### src/rtl/sipo_deframer.sv
// Serial-to-parallel deframer: rebuilds MSB-first WIDTH-bit words framed by sof,
// with a valid/ready holding register and overrun/sync error reporting.
// Optional even-parity trailer bit enabled by defining SIPO_PARITY_EN.
module sipo_deframer #(
  parameter int unsigned WIDTH = 4,
  parameter int unsigned CNT_W = 6
) (
  input  logic             clk,
  input  logic             rst,
  input  logic             sin,
  input  logic             sin_en,
  input  logic             sof,
  input  logic             out_ready,
  input  logic             clr_ovr,
  output logic [WIDTH-1:0] pdata,
  output logic             pvalid,
  output logic             perr,
  output logic             overrun,
  output logic             sync_err,
  output logic             busy
);

  typedef enum logic [1:0] {
    IDLE  = 2'd0,
    SHIFT = 2'd1,
    PAR   = 2'd2
  } state_t;

  state_t           state_q;
  logic [CNT_W-1:0] cnt_q;
  logic [WIDTH-1:0] shreg_q;
  logic [WIDTH-1:0] pdata_q;
  logic             pvalid_q;
  logic             perr_q;
  logic             overrun_q;
  logic             sync_err_q;
  logic             busy_q;

  logic [WIDTH-1:0] shifted_d;
  logic [WIDTH-1:0] word_d;
  logic             perr_d;
  logic             last_bit_d;
  logic             complete_d;

  always_comb begin
    shifted_d  = {shreg_q[WIDTH-2:0], sin};
    last_bit_d = (cnt_q == CNT_W'(WIDTH - 1));
`ifdef SIPO_PARITY_EN
    // The full data word already sits in shreg; delivery waits for the parity bit.
    complete_d = (state_q == PAR) && sin_en && !sof;
    word_d     = shreg_q;
    perr_d     = (^shreg_q) ^ sin;
`else
    complete_d = (state_q == SHIFT) && sin_en && !sof && last_bit_d;
    word_d     = shifted_d;
    perr_d     = 1'b0;
`endif
  end

  always_ff @(posedge clk) begin
    if (!rst) begin
      state_q    <= IDLE;
      cnt_q      <= '0;
      shreg_q    <= '0;
      pdata_q    <= '0;
      pvalid_q   <= 1'b0;
      perr_q     <= 1'b0;
      overrun_q  <= 1'b0;
      sync_err_q <= 1'b0;
      busy_q     <= 1'b0;
    end else begin
      sync_err_q <= 1'b0;

      if (sin_en) begin
        case (state_q)
          IDLE: begin
            if (sof) begin
              shreg_q <= {{(WIDTH-1){1'b0}}, sin};
              cnt_q   <= CNT_W'(1);
              state_q <= SHIFT;
              busy_q  <= 1'b1;
            end
          end
          SHIFT: begin
            if (sof) begin
              shreg_q    <= {{(WIDTH-1){1'b0}}, sin};
              cnt_q      <= CNT_W'(1);
              sync_err_q <= 1'b1;
            end else if (last_bit_d) begin
              shreg_q <= shifted_d;
              cnt_q   <= '0;
`ifdef SIPO_PARITY_EN
              state_q <= PAR;
`else
              state_q <= IDLE;
              busy_q  <= 1'b0;
`endif
            end else begin
              shreg_q <= shifted_d;
              cnt_q   <= cnt_q + CNT_W'(1);
            end
          end
`ifdef SIPO_PARITY_EN
          PAR: begin
            if (sof) begin
              shreg_q    <= {{(WIDTH-1){1'b0}}, sin};
              cnt_q      <= CNT_W'(1);
              sync_err_q <= 1'b1;
              state_q    <= SHIFT;
            end else begin
              state_q <= IDLE;
              busy_q  <= 1'b0;
            end
          end
`endif
          default: begin
            state_q <= IDLE;
            cnt_q   <= '0;
            busy_q  <= 1'b0;
          end
        endcase
      end

      // Holding register: a completion while a word is held and not taken is dropped.
      if (complete_d) begin
        if (pvalid_q && !out_ready) begin
          overrun_q <= 1'b1;
        end else begin
          pdata_q  <= word_d;
          perr_q   <= perr_d;
          pvalid_q <= 1'b1;
          if (clr_ovr) overrun_q <= 1'b0;
        end
      end else begin
        if (pvalid_q && out_ready) pvalid_q <= 1'b0;
        if (clr_ovr) overrun_q <= 1'b0;
      end
    end
  end

  assign pdata    = pdata_q;
  assign pvalid   = pvalid_q;
  assign perr     = perr_q;
  assign overrun  = overrun_q;
  assign sync_err = sync_err_q;
  assign busy     = busy_q;

endmodule

### config.mk
export PLATFORM = sky130hd
export DESIGN_NAME = sipo_deframer
export DESIGN_NICKNAME = d
export VERILOG_FILES = /design/src/rtl/sipo_deframer.sv
export SDC_FILE = /design/constraint.sdc
export NUM_CORES = 1
export LEC_CHECK = 0
export CAP_MARGIN = 10
export CORE_MARGIN = 4
export CORE_UTILIZATION = 52
export DETAILED_ROUTE_END_ITERATION = 6
export PLACE_DENSITY_LB_ADDON = 0.15
export RECOVER_POWER = 50
export SYNTH_ARGS = -nofsm -noshare
export SYNTH_HDL_FRONTEND = slang
export SYNTH_SLANG_ARGS = --single-unit
### constraint.sdc
create_clock -name clk -period 3 [get_ports clk]
set_input_delay 0.6 -clock clk [delete_from_list [all_inputs] [get_ports clk]]
set_output_delay 0.6 -clock clk [all_outputs]
set_load 0.02 [all_outputs]
* Word level (Yosys, flattened, before mapping) *
Cells that the tools add are included.

cells by class
  $add $sub $neg = 1
  eq/ne operators = 6
  multiplexer cells = 22
  bitwise gates (word level) = 1
  reduce and logical (&&, ||, !) cells = 16

operator list
  cell                   count
  $mux W6                3
  $pmux W6 S2            1
  $mux W1                10
  $ne A2 B2 Y1 const B   4
  $add A6 B1 Y6 const B  1
  $eq A6 B2 Y1 const B   1
  $mux W2                3
  $mux W3                2
  $pmux W3 S2            1
  $reduce_and A2 Y1      3
  $reduce_and A3 Y1      2
  $logic_and A1 B1 Y1    5
  $pmux W2 S2            1
  $reduce_and A4 Y1      1
  $reduce_bool A2 Y1     2
  $eq A2 B1 Y1 const B   1
  $logic_not A1 Y1       2
  $logic_not A2 Y1       1
  $pmux W1 S2            1
  $not A1 Y1             1

word-level totals
  flip-flop bits (word level) = 19
  input bits = 7
  logic and storage cells = 54

* Logic depth before layout (Yosys ltp) *
  word-level depth = 6
  depth in mapped cells = 5
  gate-level depth less buffers = 5

* Least setup slack after synthesis *
Ideal clock, no wire load.

  kind = reg-to-reg
  start = register cnt_q[0]
  end = register pdata_q[0], in the netlist pdata[0]
  library setup time = 0.134 ns
  data arrival time = 1.267 ns
  data required time = 2.866 ns
  setup slack = 1.599 ns
  cell stages (with the launch flop) = 5
  path buffers = 0
  clock period less this slack = 1.401 ns
  cells stage by stage = dfxtp_1 ha_1 nor4b_4 nor4b_4 o21ai_0

on the way
  word-level cells in the longest chain between the ends = 3

ends and longest elaborated chain
  element                      RTL line  source
  from (decl)                  30        logic [CNT_W-1:0] cnt_q;
  from (signal assigned)       100       cnt_q <= cnt_q + CNT_W'(1);
  $eq A6 B2 Y1                 47        last_bit_d = (cnt_q == CNT_W'(WIDTH - 1));
  $logic_and A1 B1 Y1          54        complete_d = (state_q == SHIFT) && sin_en && !sof && last_bit_d;
  $reduce_and A2 Y1 (no line)  n/a
  to (signal assigned)         129       pdata_q <= word_d;
  to (decl)                    32        logic [WIDTH-1:0] pdata_q;

No other way between the ends.
A chain may end at the register's enable or synchronous reset.

* Worst setup path in the final report *
  start = register cnt_q[0]
  end = register pdata_q[3], in the netlist pdata[3]

Same word-level chain as after synthesis.

==> out/qor.yml <==
layout:
  fin_util: 0.690
  antenna_cells: 0
  mostFrequentLayoutCells: "dfxtp_1, nand2_1, clkdlybuf4s50_1"
  drive_above_1_share: 0.0648
  area.growth.synth_to_final_pct: 20.4
  stdcell_area_um2: 931
  fillCellCount: 119
  layout_commonest_cell: "dfxtp_1"
  layout.nets: 117
synthesis:
  synth_compound_area_frac: 0.178
  synthAdderAreaFrac: 0.0162
  synthMuxAreaShare: 0.0129
  async_reset_ff_frac: 0
  yosys_most_used_dff: "dfxtp_1"
  ys_warn_count: 0
  synth.area.top_cells: "dfxtp_1, nand2_1, nor4b_4"
  synthCells: 93
  yosys.area_share.simple: 0.301
  synth_top_area_share: 0.440
  syn_area_per_cell_um2: 8.31
  synth.largest_area_cell: "dfxtp_1"
  ys_seq_area_frac: 0.440
  synth_fp_nets: 101
  synth_edf_count: 0
  synth_cell_types: 28
  synth_top_family_by_area: "simple AND/OR/NAND/NOR gates"
  mappedNetlistArea_um2: 773
  synth_xor_area_frac: 0
  ys_seq_elements: 17
detailed_routing:
  drtPass1Iterations: 4
  wl_per_cell_um: 13.1
  dr_total_vias: 707
  routed_wirelength_mm: 1.61
  antenna_left: 0
  drc: 0
  drtIter0Drc: 17
  viasPerCell: 5.75
run_status:
  run_status: "complete, no violations"
critical_path:
  critPathBufInv: 0
  crit_path_cell_trace: "ha_1, nor4b_1, nor4b_4, nand3_1, o21ai_0"
  critPathRequiredTime_ns: 3.22
  crit_fanout: 8
  crit_type: "reg -> reg"
  arrival_ns: 2.23
  slowest_stage: "nor4b_1"
  startpoint_type: "flip-flop"
  cpPeakStageDelay_ns: 0.60
  end_kind: "flip-flop"
  path_delay_family: "simple AND/OR/NAND/NOR gates"
sta:
  hold_viol_final: 0
  finalMaxSlewViolations: 0
  max_clock_freq_ghz: 0.498
  fin_crit_sh: 0.670
  setup_tns_ns: 0
  skew_ns: 0.0132
  tightest_slew_ns: 0.702
  rsz0062_at_grt: "no"
  relSlewSlack: 0.525
  setup_violations: 0
  timing.final.crit_period_ns: 2.01
pwr:
  pwr-share-clk: 0.318
  p_sw_frac: 0.248
  p_int_mw: 0.293
  seqPwrFrac: 0.597
  powerDensity_mw_per_mm2: 419
  p_comb_frac: 0.085
  switchingPower_mw: 0.0966
  p_leak_nw: 0.320
  vdd_ir_drop_max_mv: 0.302
  power_mw: 0.390
placed_design:
  hpwl_mm: 1.14
  gp_congestion: 0.790
  place_area_um2: 918
  io_buffers: 14
floorplan:
  initial_core_util: 0.573
  chipHeight_um: 46.6
  num_rows: 13
  io_pins: 16
  dieArea_mm2: 0.00217
  die_w_um: 46.6
  core-area_mm2: 0.00135
global_route:
  overflow: 0
  grt_pass1_wl_mm: 2.77
  antenna_found_initial: 0
  gr-usage-all-layers: 0.180
  grt_max_degree: 13
  grt_pass1_vias: 645
job:
  drv_cap: 0
cts:
  numCtsBuffers: 3
  cts.root.buffer_cell: "clkbuf_4"
  clockBufferDepth: 2
  clk_pin_slew_ns: 0.11
  cts_resized: 0
  clk_latency_ns: 0.30
  cts_tree: "done"
  numClockSinks: 17
  htree_levels: 1
  cts_hold_buf: 0
  cts_setup_buffers: 0
min_path:
  holdCritPathClass: "reg -> reg"
[cell families after synthesis]
logic type / after synthesis
AND/OR/NAND/NOR: 42
flip-flops: 17
buffers and inverters: 8
adder cells (fa/ha/maj): 1
other: 1
multiplexers: 1
AO/OA/AOI/OAI: 23
[cell usage after synthesis (2+ instances only)]
| master | instances |
|---|---|
| a31oi_1 | 2 |
| nor4b_4 | 2 |
| dfxtp_1 | 17 |
| nor2_1 | 9 |
| nor2b_1 | 2 |
| inv_1 | 4 |
| a22oi_1 | 2 |
| nor3_1 | 3 |
| buf_2 | 2 |
| a21oi_1 | 5 |
| nand3_1 | 8 |
| o21ai_0 | 9 |
| nand2_1 | 13 |
[worst min-delay path, cell delays in order, from the launching register on]
cell	delay, ns
dfxtp_1	0.32
nand2_1	0.05
o21ai_0	0.06
[registers in the layout, summed over array words and instances (netlist names)]
signal	cells
busy	1
cnt_q	6
overrun	1
pdata	4
pvalid	1
shreg_q	3
sync_err	1
[worst paths after layout]
| check | slack [ns] | from | cells past startpoint | endpoint |
|---|---|---|---|---|
| max | 0.99 | cnt_q[0] | 5 | pdata[3] |
| min | 0.47 | pdata[2] | 2 | pdata[2] |
| max reg2reg | 0.99 | cnt_q[0] | 5 | pdata[3] |
| min reg2reg | 0.47 | pdata[2] | 2 | pdata[2] |
[metrics by stage]
step	instances	hold slack, ns	setup slack [ns]
after floorplan	93	0.444	1.60
after CTS	123	0.469	1.01
final	123	0.465	0.991
after global placement	119	0.445	1.02
after detailed placement	119	0.454	0.964
after global routing	123	0.486	0.816
[per-layer routing]
layer / track usage / vias up / part of all wire
li1: - / 352 / -
met1: 0.241 / 328 / 0.48
met2: 0.275 / 23 / 0.46
met3: 0.0352 / 4 / 0.053
met4: 0.0852 / 0 / 0.013
met5: 0 / - / 0
[layout make-up]
type                            count  area [um^2]  share of cell area
Inverter                            4         15.0              0.0161
Timing Repair Buffer               15          148               0.159
Sequential cell                    17          340               0.366
Multi-Input combinational cell     68          382               0.410
Clock inverter                      1         5.00             0.00538
Clock buffer                        3         22.5              0.0242
Tap cell                           15         18.8              0.0202
[power groups by stage]
| stage | clock (mW) | combinational [mW] | sequential [mW] |
|---|---|---|---|
| detailed placement | 0 | 0.0334 | 0.238 |
| global route | 0.141 | 0.0367 | 0.233 |
| global placement | 0 | 0.0327 | 0.238 |
| floorplan | 0 | 0.0180 | 0.239 |
| finish | 0.124 | 0.0330 | 0.233 |
| CTS | 0.127 | 0.0336 | 0.233 |
(Power assumes the default switching activity.)
